## config.mk

```make
export PLATFORM = sky130hd
export DESIGN_NAME = led_boot_seq
export DESIGN_NICKNAME = d
export VERILOG_FILES = /design/src/rtl/led_boot_pkg.sv /design/src/rtl/led_boot_seq_step_timer.sv /design/src/rtl/led_boot_seq.sv
export SDC_FILE = /design/constraint.sdc
export NUM_CORES = 1
export LEC_CHECK = 0
export CORE_MARGIN = 2
export CORE_UTILIZATION = 30
export DETAILED_ROUTE_END_ITERATION = 6
export PLACE_DENSITY_LB_ADDON = 0.08
export SYNTH_ARGS = -nofsm -noshare
export SYNTH_HDL_FRONTEND = slang
export SYNTH_HIERARCHICAL = 1
export SYNTH_SLANG_ARGS = --single-unit
```

## constraint.sdc

```tcl
create_clock -name i_clk -period 4.05 [get_ports i_clk]
set_clock_uncertainty 0.1 [all_clocks]
set_input_delay 1.0125 -clock i_clk [delete_from_list [all_inputs] [get_ports i_clk]]
set_output_delay 1.0125 -clock i_clk [all_outputs]
set_load 0.02 [all_outputs]
```

## src/rtl/led_boot_pkg.sv

```systemverilog
// Shared definitions for the power-up LED sequencer: state encoding and the
// default step length (1 s at 60 MHz).
package led_boot_pkg;

    localparam int unsigned STEP_CYC_DEF = 60_000_000;

    typedef enum logic [1:0] {
        ST_ON    = 2'd0,
        ST_CHASE = 2'd1,
        ST_OFF   = 2'd2,
        ST_RUN   = 2'd3
    } state_t;

endpackage

```

## src/rtl/led_boot_seq_step_timer.sv

```systemverilog
// Step timer: counts 0..CYC-1 while enabled, wraps to 0 after the terminal
// count, and can be cleared synchronously.
module step_timer
    import led_boot_pkg::*;
#(
    parameter int unsigned CYC = STEP_CYC_DEF
) (
    input  logic i_clk,
    input  logic i_res_n,
    input  logic i_clr,
    input  logic i_en,
    output logic o_tc
);

    localparam int unsigned W = $clog2(CYC);
    localparam logic [W-1:0] LAST = W'(CYC - 1);

    logic [W-1:0] cnt;

    // NOTE: sequential state uses non-blocking assignments so every register
    // samples the pre-edge values, independent of block evaluation order.
    always_ff @(posedge i_clk or negedge i_res_n) begin
        if (!i_res_n) begin
            cnt <= '0;
        end else if (i_clr) begin
            cnt <= '0;
        end else if (i_en) begin
            cnt <= (cnt == LAST) ? '0 : cnt + W'(1);
        end
    end

    assign o_tc = (cnt == LAST);

endmodule

```

## src/rtl/led_boot_seq.sv

```systemverilog
// Power-up LED sequencer: ON -> CHASE -> OFF -> RUN, then functional passthrough.
// The chase phase is compiled only when LED_BOOT_CHASE_EN is defined.
module led_boot_seq
    import led_boot_pkg::*;
#(
    parameter int unsigned NUM_LED  = 4,
    parameter int unsigned STEP_CYC = STEP_CYC_DEF,
    parameter bit          ACT_LOW  = 1'b0
) (
    input  logic               i_clk,
    input  logic               i_res_n,
    input  logic               i_restart,
    input  logic [NUM_LED-1:0] i_led,
    output logic [NUM_LED-1:0] o_led,
    output logic               o_busy,
    output logic               o_done
);

    localparam logic [NUM_LED-1:0] POL_MASK = ACT_LOW ? '1 : '0;

    state_t             state, state_nxt;
    logic               tc;
    logic               done_nxt, done_q;
    logic [NUM_LED-1:0] pat_nxt, led_q;

`ifdef LED_BOOT_CHASE_EN
    localparam int unsigned IDX_W = (NUM_LED > 1) ? $clog2(NUM_LED) : 1;
    localparam logic [IDX_W-1:0] IDX_LAST = IDX_W'(NUM_LED - 1);

    logic [IDX_W-1:0] idx, idx_nxt;
`endif

    step_timer #(.CYC(STEP_CYC)) u_step_timer (
        .i_clk   (i_clk),
        .i_res_n (i_res_n),
        .i_clr   (i_restart),
        .i_en    (state != ST_RUN),
        .o_tc    (tc)
    );

    // NOTE: every signal written here gets its default first, so no path
    // leaves a value unassigned and no latch is inferred.
    always_comb begin
        state_nxt = state;
        done_nxt  = 1'b0;
`ifdef LED_BOOT_CHASE_EN
        idx_nxt   = idx;
`endif
        if (i_restart) begin
            state_nxt = ST_ON;
`ifdef LED_BOOT_CHASE_EN
            idx_nxt   = '0;
`endif
        end else if (tc) begin
            case (state)
`ifdef LED_BOOT_CHASE_EN
                ST_ON: begin
                    state_nxt = ST_CHASE;
                    idx_nxt   = '0;
                end
                ST_CHASE: begin
                    if (idx < IDX_LAST) idx_nxt = idx + IDX_W'(1);
                    else                state_nxt = ST_OFF;
                end
`else
                ST_ON:    state_nxt = ST_OFF;
`endif
                ST_OFF: begin
                    state_nxt = ST_RUN;
                    done_nxt  = 1'b1;
                end
                default: ;
            endcase
        end
    end

    // Pattern is registered from the next state so non-RUN outputs come
    // straight from flops and never glitch.
    always_comb begin
        pat_nxt = '0;
        case (state_nxt)
            ST_ON:    pat_nxt = '1;
`ifdef LED_BOOT_CHASE_EN
            ST_CHASE: pat_nxt = NUM_LED'(1) << idx_nxt;
`endif
            default:  pat_nxt = '0;
        endcase
    end

    always_ff @(posedge i_clk or negedge i_res_n) begin
        if (!i_res_n) begin
            state  <= ST_ON;
            done_q <= 1'b0;
            led_q  <= ~POL_MASK;
        end else begin
            state  <= state_nxt;
            done_q <= done_nxt;
            led_q  <= pat_nxt ^ POL_MASK;
        end
    end

`ifdef LED_BOOT_CHASE_EN
    always_ff @(posedge i_clk or negedge i_res_n) begin
        if (!i_res_n) idx <= '0;
        else          idx <= idx_nxt;
    end
`endif

    assign o_led  = (state == ST_RUN) ? i_led : led_q;
    assign o_busy = (state != ST_RUN);
    assign o_done = done_q;

endmodule

```

# [Word-level counts from Yosys, hierarchy flattened]
# Index checks and enable logic that the tools add are counted.
[op_classes] add_sub_neg=1 mux=11 eq_ne=4 reduce_logical=3
[op_table] operator="two-way mux 26 bit" n=3
[op_table] operator="adder 26 x 1 -> 26 bit, second input constant" n=1
[op_table] operator="== test 26 bit, second input constant" n=1
[op_table] operator="two-way mux 4 bit" n=2
[op_table] operator="== test 2 bit, second input constant" n=2
[op_table] operator="logical NOT 2 bit" n=2
[op_table] operator="two-way mux 2 bit" n=2
[op_table] operator="case mux 2 bit (2 select lines)" n=1
[op_table] operator="two-way mux 1 bit" n=3
[op_table] operator="inequality test 2 bit, second input constant" n=1
[op_table] operator="nonzero test 2 bit" n=1
[word_totals] out_inout_bits=6 elab_cells=23 inputBits=7 regBits=33

# [Logic depth before layout (Yosys ltp)]
# Gate-level depths: netlist of the first run.
[depth] depth_word=6 mapped_depth=7

# [Hierarchy]
# Netlist of the first run, hierarchy kept.
[by_module_without_submodules] module="step_timer" area_per_inst_um2=1510.2 cells_each=160 instances=1
[by_module_without_submodules] module="led_boot_seq" area_per_inst_um2=229.0 cells_each=21 instances=1

# [Least setup slack after synthesis of the first run]
# No wires, ideal clock.
[synth_path] path_type="input to output" start="input port i_led[1]" end="output port o_led[1]" arrival_time_ps=1278 stages=1 slack_ps=1660 path_cell_list="a31o_1"
[synth_between] elab_chain_len=1
[synth_rtl] element="from (decl)" line="led_boot_seq.sv:13" rtl="input logic [NUM_LED-1:0] i_led,"
[synth_rtl] element="two-way mux 4 bit" line="led_boot_seq.sv:109" rtl="assign o_led = (state == ST_RUN) ? i_led : led_q;"
[synth_rtl] element="to (decl)" line="led_boot_seq.sv:14" rtl="output logic [NUM_LED-1:0] o_led,"
# No other way between the ends.

# [Final worst setup path of the first run]
[layout_path] start="input port i_led[3]" end="output port o_led[3]"
# The elaborated chain is that of the path after synthesis.

==> results of run 1 <==
[layout by cell type (no fill, tap or decap), types with 2 or more instances in the layout]
master,Yosys,final
xor2_1,10,10
xnor2_1,6,6
and3_1,2,2
nand2b_1,3,3
o41ai_4,2,2
clkdlybuf4s50_1,0,12
nand3_1,8,8
clkbuf_8,0,6
nor2_1,25,25
a21oi_1,5,5
or4_1,4,4
a31o_1,4,4
o21ai_0,6,6
nor3_1,6,6
a21boi_0,2,2
inv_1,3,3
nand4_1,11,11
dfrtp_1,29,29
nor4_1,5,5
or3_1,3,3
nand2_1,18,18
buf_4,0,3
[power by group through the flow]
stage               sequential [uW]  combinational (uW)  clock (uW)
floorplan                       310                11.0           0
detailed placement              311                27.8           0
finish                          306                26.2         233
global route                    306                30.0         261
global placement                311                26.9           0
CTS                             306                27.7         243
[final timing paths]
check | end | depth (start not counted) | startpoint
setup / recovery | o_led[3] | 3 | i_led[3]
hold / removal | u_step_timer/cnt[25]$_DFFE_PN0P_ | 2 | u_step_timer/cnt[25]$_DFFE_PN0P_
setup reg to reg | u_step_timer/cnt[25]$_DFFE_PN0P_ | 4 | u_step_timer/cnt[18]$_DFFE_PN0P_
hold reg to reg | u_step_timer/cnt[25]$_DFFE_PN0P_ | 2 | u_step_timer/cnt[25]$_DFFE_PN0P_
max in group asynchronous | led_q[2]$_DFF_PN1_ | 2 | i_res_n
min in group asynchronous | o_done$_DFF_PN0_ | 2 | i_res_n
[layer usage]
| metal | part of all wire, % | vias up |
|---|---|---|
| li1 | - | 689 |
| met1 | 46 | 700 |
| met2 | 49 | 20 |
| met3 | 2.7 | 8 |
| met4 | 2.0 | 0 |
| met5 | 0 | - |
[cells in the mapped netlist (2+ instances only)]
library cell	number	area, um^2
nor4_1	5	31.3
or4_1	4	30.0
nand3_1	8	40.0
buf_6	3	33.8
o41ai_4	2	55.1
nand2b_1	3	18.8
nand4_1	11	68.8
nor2_1	25	93.8
nor3_1	6	30.0
clkbuf_1	3	11.3
and3_1	2	12.5
a31o_1	4	35.0
a21oi_1	5	25.0
dfrtp_1	29	726
o21ai_0	6	30.0
a21boi_0	2	15.0
xnor2_1	6	52.6
inv_1	3	11.3
nand2_1	18	67.6
xor2_1	10	87.6
or3_1	3	18.8
[final cells by class]
type                    instances  area share, %
inverters                       3          0.560
repair buffers                 15           7.10
multi-input cells             142           46.3
flip-flops and latches         30           37.4
well taps                      72           4.48
clock buffers                   6           4.11
[state kept, by name, indices dropped and copies added (netlist names)]
name              cells
o_done                1
led_q                 1
u_step_timer/cnt     26
state                 2
[cells by family after synthesis]
kind of cell / Yosys count / synth area share (%)
AO/OA/AOI/OAI: 27 / 13.7
XOR/XNOR: 16 / 8.06
adder cells (fa/ha/maj): 1 / 0.719
buffers and inverters: 9 / 3.24
flip-flops: 30 / 43.2
multiplexers: 1 / 0.647
AND/OR/NAND/NOR: 97 / 30.4
[worst reg2reg max path: cells and delay by family, from the launching register on]
kind	cells	cell delay (ps)
flip-flops	1	430
AO/OA/AOI/OAI	1	850
AND/OR/NAND/NOR	3	1120
[through the flow]
step	util, %	instances
after floorplan	-	181
after global placement	34.8	262
after detailed placement	34.8	262
after CTS	36.3	268
after global routing	36.3	268
final	36.3	268
==> impl_metrics.yaml, run 1 <==
setup_path:
  r2r_slack_ps: 1390
  crit_path_cell_trace: "clkdlybuf4s50_1, a31o_1, clkdlybuf4s50_1"
  arrival_ps: 2230
  worst_path_max_delay_cell: "clkdlybuf4s50_1"
  crit_path_start_kind: "input pin"
  crit_type: "in -> out"
  critPathRequiredTime_ps: 2940
  crit_top_cell: "clkdlybuf4s50_1"
  path_max_fanout: 1
  crit_buf_inv: 2
  critPathMaxStageDelay_ps: 600
  critical-path-top-delay-family: "buffers and inverters"
  worst_setup_path_end_kind: "output port"
layout:
  multi_input_area_um2: 931
  fin_nets: 205
  n_fill_cell: 574
  insertedDiodeCount: 0
  final_area_um2: 2010
  syn_to_final_growth_pct: 15.5
  drive_gt1_share_pct: 10.7
  seq_area_um2: 752
yosys:
  ys_types: 44
  synthArstFlopShare_pct: 100
  ys_warn_count: 6
  synth_cells: 181
  synth-main-ff-cell: "dfrtp_1"
  synth_edf_count: 0
  syn_area_per_cell_um2: 9.61
  synth_seq_cells: 30
  yosysSeqAreaShare_pct: 43.2
  synth_nets: 189
  syn_area_um2: 1740
sta:
  hold_viol_final: 0
  fin_tns_setup_ps: 0
  worstMarginPinSlew_ps: 869
  rsz0062_at_grt: "false"
  fin_crit_ps: 3340
  slew_viol_final: 0
  period_share_pct: 82.6
  fmax_ghz: 0.299
  fin_ws_ps: 706
  setup_viol: 0
  slew_headroom_pct: 41.9
  holdWs_ps: 458
drt:
  wl_per_cell_um: 15.0
  vias_per_cell: 5.29
  num_vias: 1417
  drc_errors: 0
  dr.pass1.iters: 4
  antenna_left: 0
  routed_wl_mm: 4.01
  drtIter0Drc: 116
global_routing:
  busiest_layer: "met2"
  overflow: 0
  grtUsageTotal_pct: 14.4
  grt_pass1_wl_mm: 7.13
  antenna_found_initial: 0
  grt_max_degree: 31
  met3_usage_pct: 3.37
  grt.met1_usage_pct: 18.0
  grt_pass1_vias: 1468
  grtUsageMet2_pct: 23.8
cts:
  clock_latency_ps: 280
  ctsResizeCount: 0
  postCtsSetupRepairBufs: 0
  hold_buffers: 0
  cts_sinks: 30
  cts_tree: "yes"
  cts_buffers: 5
  path_clk_slew_ps: 60
  htreeDepth: 2
  clock_path_buffers: 2
  clockRootBuffer: "clkbuf_8"
power:
  p_leak_uw: 0.000819
  p_int_uw: 444
  power_density_nw_per_um2: 281
  switching_share_pct: 21.5
  vdd_ir_drop_max_v: 0.000115
  pwr-share-comb_pct: 4.6
  p_clk_share_pct: 41.2
  switchingPower_uw: 121
  power_frac_seq_pct: 54.1
  total_power_uw: 565
die:
  die_w_um: 80.1
  rows: 27
  die_area_um2: 6420
  num_io_pins: 13
  initial_core_util_pct: 31.4
  die_y_um: 80.1
  coreArea_um2: 5540
placed_design:
  io_buffers: 12
  dpl-instance-area_um2: 1930
  place_ws_ps: 704
  dp_hpwl_mm: 2.92
  place_congestion: 0.758
flow_run:
  max-cap-violations: 0
status:
  status: "completed"
worst_hold_path:
  hp-class: "reg -> reg"
(Power assumes the default switching activity.)
==> inputs of run 2 (changes only) <==
clock period = 2.9 ns   (was 4.05 ns; I/O delays follow)
==> impl_metrics.yaml, run 2 (synthesis results as in run 1) <==
status:
  status: "completed"
sta:
  setup_viol: 0
  worstMarginPinSlew_ps: 541
  hold_viol_final: 0
  fmax_ghz: 0.362
  holdWs_ps: 459
  period_share_pct: 95.3
  rsz0062_at_grt: "false"
  slew_headroom_pct: 63.6
  fin_tns_setup_ps: 0
  slew_viol_final: 0
  fin_crit_ps: 2760
die:
  die_w_um: 80.1
  rows: 27
  die_area_um2: 6420
  coreArea_um2: 5540
  initial_core_util_pct: 31.4
  num_io_pins: 13
  die_y_um: 80.1
flow_run:
  max-cap-violations: 0
drt:
  routed_wl_mm: 4.02
  drtIter0Drc: 59
  drc_errors: 0
  dr.pass1.iters: 4
  num_vias: 1411
  antenna_left: 0
  wl_per_cell_um: 14.8
  vias_per_cell: 5.19
setup_path:
  worst_path_max_delay_cell: "clkdlybuf4s50_1"
  critPathMaxStageDelay_ps: 610
  worst_setup_path_end_kind: "output port"
  critPathRequiredTime_ps: 2080
  crit_top_cell: "clkdlybuf4s50_1"
  crit_path_cell_trace: "clkdlybuf4s50_1, a31o_1, clkdlybuf4s50_1"
  r2r_cells: 5
  cp-endpoint: "o_led[2]"
  crit_buf_inv: 2
  crit_type: "in -> out"
  path_depth: 3
  arrival_ps: 1940
  critPathLaunch: "i_led[2]"
  rr_endpoint: "u_step_timer/cnt[15]$_DFFE_PN0P_"
  crit_path_start_kind: "input pin"
  r2r_slack_ps: 490
  critical-path-top-delay-family: "buffers and inverters"
  r2r_start: "u_step_timer/cnt[21]$_DFFE_PN0P_"
  path_max_fanout: 1
power:
  p_clk_share_pct: 53.4
  power_frac_seq_pct: 42.9
  vdd_ir_drop_max_v: 0.000216
  p_leak_uw: 0.000858
  switchingPower_uw: 192
  pwr-share-comb_pct: 3.8
  power_density_nw_per_um2: 478
  p_int_uw: 804
  switching_share_pct: 19.3
layout:
  layout_common_cells: "dfrtp_1, nor2_1, nand2_1, clkdlybuf4s50_1, nand4_1"
  syn_to_final_growth_pct: 19.9
  insertedDiodeCount: 0
  top_register: "u_step_timer/cnt"
  seq_area_um2: 752
  final_common_cell: "dfrtp_1"
  top_regs: "u_step_timer/cnt x26, state x2"
  multi_input_area_um2: 931
  largest_register_ffs: 26
  drive_gt1_share_pct: 12.5
  n_fill_cell: 585
  fin_nets: 207
cts:
  hold_buffers: 0
  path_clk_slew_ps: 60
  clockRootBuffer: "clkbuf_8"
  postCtsSetupRepairBufs: 0
  htreeDepth: 2
  clock_latency_ps: 280
  cts_buffers: 5
  clock_path_buffers: 2
  cts_tree: "yes"
  ctsResizeCount: 0
  cts_sinks: 30
placed_design:
  io_buffers: 12
  place_congestion: 0.770
  dp_hpwl_mm: 2.90
global_routing:
  overflow: 0
  grtUsageTotal_pct: 14.0
  grt_pass1_wl_mm: 6.87
  grt_pass1_vias: 1390
  antenna_found_initial: 0
  grt_max_degree: 31
worst_hold_path:
  hp-class: "reg -> reg"
## run 2: cell types whose count changed in the layout (fill, tap and decap cells not counted)
| cell | delta |
|---|---|
| buf_4 | +2 |
| bufinv_16 | +2 |
## run 2: cell type report
class,instances,area share (%)
Clock buffer,6,3.96
Inverter,3,0.540
Sequential cell,30,36.1
Multi-Input combinational cell,142,44.7
Timing Repair Buffer,17,7.56
Tap cell,72,4.32
Clock inverter,2,2.88
## run 2: power by group through the flow
stage | sequential [uW] | combinational [uW] | clock (uW)
after floorplan | 434 | 15.4 | 0
after global placement | 434 | 38.4 | 0
after detailed placement | 435 | 39.1 | 0
after CTS | 427 | 39.2 | 545
after global routing | 427 | 42.2 | 569
final | 427 | 37.6 | 531
## run 2: how the worst min path moves through the flow
stage / start / slack (ps) / end / cells past startpoint
after floorplan: i_res_n / 330 / o_done$_DFF_PN0_ / 0
after global placement: u_step_timer/cnt[25]$_DFFE_PN0P_ / 450 / u_step_timer/cnt[25]$_DFFE_PN0P_ / 2
after detailed placement: u_step_timer/cnt[25]$_DFFE_PN0P_ / 460 / u_step_timer/cnt[25]$_DFFE_PN0P_ / 2
after CTS: u_step_timer/cnt[25]$_DFFE_PN0P_ / 470 / u_step_timer/cnt[25]$_DFFE_PN0P_ / 2
after global routing: u_step_timer/cnt[16]$_DFFE_PN0P_ / 510 / u_step_timer/cnt[16]$_DFFE_PN0P_ / 1
final: u_step_timer/cnt[25]$_DFFE_PN0P_ / 460 / u_step_timer/cnt[25]$_DFFE_PN0P_ / 2
## run 2: per-layer routing
| metal | share of wire, % | track usage [%] | vias to the layer above |
|---|---|---|---|
| met4 | 1.4 | 4.58 | 0 |
| li1 | - | - | 696 |
| met1 | 47 | 17.3 | 697 |
| met3 | 2.7 | 3.71 | 6 |
| met5 | 0 | 0 | - |
| met2 | 49 | 23.5 | 12 |
## run 2: worst min-delay path, delay by kind of cell, from the launching register on
family           cells  cell delay [ps]
flip-flops           1              370
AND/OR/NAND/NOR      1               80
XOR/XNOR             1               70
## run 2: per-stage QoR
step / power [uW] / utilization, % / cells / setup WS, ps / instance area (um^2)
after floorplan: 449 / - / 181 / 625 / 1740
after global placement: 473 / 35.0 / 264 / 163 / 1940
after detailed placement: 474 / 35.0 / 264 / 123 / 1940
after CTS: 1010 / 37.6 / 272 / 123 / 2080
after global routing: 1040 / 37.6 / 272 / 112 / 2080
final: 996 / 37.6 / 272 / 136 / 2080
==> patch, RTL diff (flow settings as in run 2) <==
The option `LED_BOOT_CHASE_EN` is turned on by a define.
--- a/src/rtl/led_boot_seq.sv
+++ b/src/rtl/led_boot_seq.sv
@@ -1,4 +1,6 @@
 // Power-up LED sequencer: ON -> CHASE -> OFF -> RUN, then functional passthrough.
 // The chase phase is compiled only when LED_BOOT_CHASE_EN is defined.
+`define LED_BOOT_CHASE_EN
+
 module led_boot_seq
     import led_boot_pkg::*;
Behaviour: same outputs for any inputs over 10 cycles, from zero or initial values; that may be too few to reach the edited logic, so the function may still have changed.
==> patch against run 2 <==
  * Sequential cell count up 5
  * Sequential power is 16% higher
  * Worst setup slack better by 0.0087 ns
  * Global-route usage is 0.053 points higher
  * Register-to-register slack lost 0.29 ns
  * Final area is 11% higher
  * Wire length grew 17%
  * Maximum frequency is 0.31% higher
  * Die area is 15% higher
  * Critical path depth did not move
  * Power decreased by 7.0%
  * Critical endpoint is now o_led[0]
  * Largest cell class unchanged
  * Area after synthesis up 16%
==> patch: results (changes against run 2) <==
Post-Synthesis Net Count=215 (+14%); most used standard cells in the synthesized netlist=31 x sky130_fd_sc_hd__dfrtp_1, 27 x sky130_fd_sc_hd__nor2_1, 18 x sky130_fd_sc_hd__nand2_1, 12 x sky130_fd_sc_hd__nand4_1, 10 x sky130_fd_sc_hd__xor2_1; Post-DP Area=2220 um^2 (+14%); GRT Util Overall=14.0% (+0.053 points); HP Class=primary input to asynchronous set/reset pin; Synth cell types=52 (+18%); root cell of the clock tree=sky130_fd_sc_hd__clkbuf_8; wire length of the first global-routing pass=8120 um (+18%); Worst path max stage delay=0.54 ns (-0.07 ns); count of nets after finishing=231 (+12%); Port Buffers=12 (unchanged); DRT iter0 DRCs=73 (+24%); IR drop worst, VDD=0.000160 V (-26%); leading post-synthesis cells by cell area=sky130_fd_sc_hd__dfrtp_1 39%, sky130_fd_sc_hd__dfstp_2 5.2%, sky130_fd_sc_hd__nor2_1 5.0%, sky130_fd_sc_hd__xor2_1 4.4%, sky130_fd_sc_hd__nand4_1 3.7%; flip-flop cell with the highest count after synthesis=sky130_fd_sc_hd__dfrtp_1; estimated wirelength of the detail-placed design=3360 um (+16%); pin count of the biggest net entering global routing=36 (+16%); run status=completed; diode insertion count for antenna repair=0 (unchanged); sequential-to-total area share from yosys stat=43.8% (+0.52 points); Post-CTS Setup Bufs=0 (unchanged); number of cell instances on the worst register-to-register path=7 (+2); Fill cells=648 (+11%); setup slack of the most critical reg-to-reg path=0.20 ns (-0.29 ns); worst relative slew slack=46.2% (-17 points); routability congestion estimate=0.722 (-6.2%); via count of the first global-routing pass=1,575 (+13%); worst hold-check slack=0.427 ns (-0.0314 ns); 1st-pass router iterations=4 (unchanged); leakage power summed over all cells=0.000968 uW (+13%); registers with the most flip-flops=u_step_timer/cnt (26), led_q (4); vias per inst=5.30 (+2.1%); fraction of final layout cells with drive strength greater than 1=15.2% (+2.7 points); average wire per cell in the routed design=15.6 um (+5.9%)
-- patch: power breakdown --
| part | internal, uW | switching [uW] | total [uW] |
|---|---|---|---|
| logic | 15.1 | 24.8 | 39.9 |
| clock network | 217 | 173 | 390 |
| registers | 492 | 4.84 | 497 |
| total | 724 | 203 | 926 |
-- patch: cell families after synthesis --
logic type / Yosys count / share of synthesized area (%)
AND/OR/NAND/NOR: 108 / 30.2
flip-flops: 35 / 43.8
AO/OA/AOI/OAI: 31 / 12.1
XOR/XNOR: 16 / 6.96
buffers and inverters: 11 / 2.86
multiplexers: 5 / 3.54
adder cells (fa/ha/maj): 1 / 0.621
-- patch: per-layer routing --
metal | up-vias | track usage (%) | share of wire (%)
met5 | - | 0 | 0
met4 | 0 | 3.61 | 0.81
met3 | 4 | 3.37 | 2.7
met2 | 24 | 22.1 | 47
met1 | 776 | 19.3 | 50
li1 | 790 | - | -
-- patch: stage by stage --
step / cells / utilization (%) / power [uW] / setup WS (ns)
final: 301 / 36.2 / 926 / 0.144
after global routing: 301 / 36.2 / 977 / 0.0683
after CTS: 301 / 36.1 / 947 / 0.117
after detailed placement: 293 / 34.5 / 547 / 0.144
after global placement: 293 / 34.5 / 547 / 0.111
after floorplan: 207 / - / 522 / 0.484
-- patch: timing repair --
action                                  CTS  global route
resized for setup                         0             1
endpoints found under the hold margin     0             0
hold buffers                              0             0
endpoints found under the setup margin    0             1
-- patch: final cells by class --
| cell class | instances | area share, % |
|---|---|---|
| Clock buffer | 8 | 4.31 |
| Sequential cell | 35 | 37.9 |
| Tap cell | 77 | 4.15 |
| Timing Repair Buffer | 17 | 6.57 |
| Inverter | 3 | 0.485 |
| Multi-Input combinational cell | 161 | 46.6 |
-- patch: critical path: cells and delay by family --
kind | cells | cell delay [ns]
buffers and inverters | 2 | 0.94
muxes | 1 | 0.27
-- patch: worst paths after layout --
path,startpoint,to
worst max-delay path,i_led[0],o_led[0]
worst min-delay path,i_res_n,u_step_timer/cnt[5]
worst max register to register,u_step_timer/cnt[18],led_q[2]
worst min register to register,u_step_timer/cnt[25],u_step_timer/cnt[25]
max in group asynchronous,i_res_n,idx[1]
min in group i_clk,u_step_timer/cnt[25],u_step_timer/cnt[25]
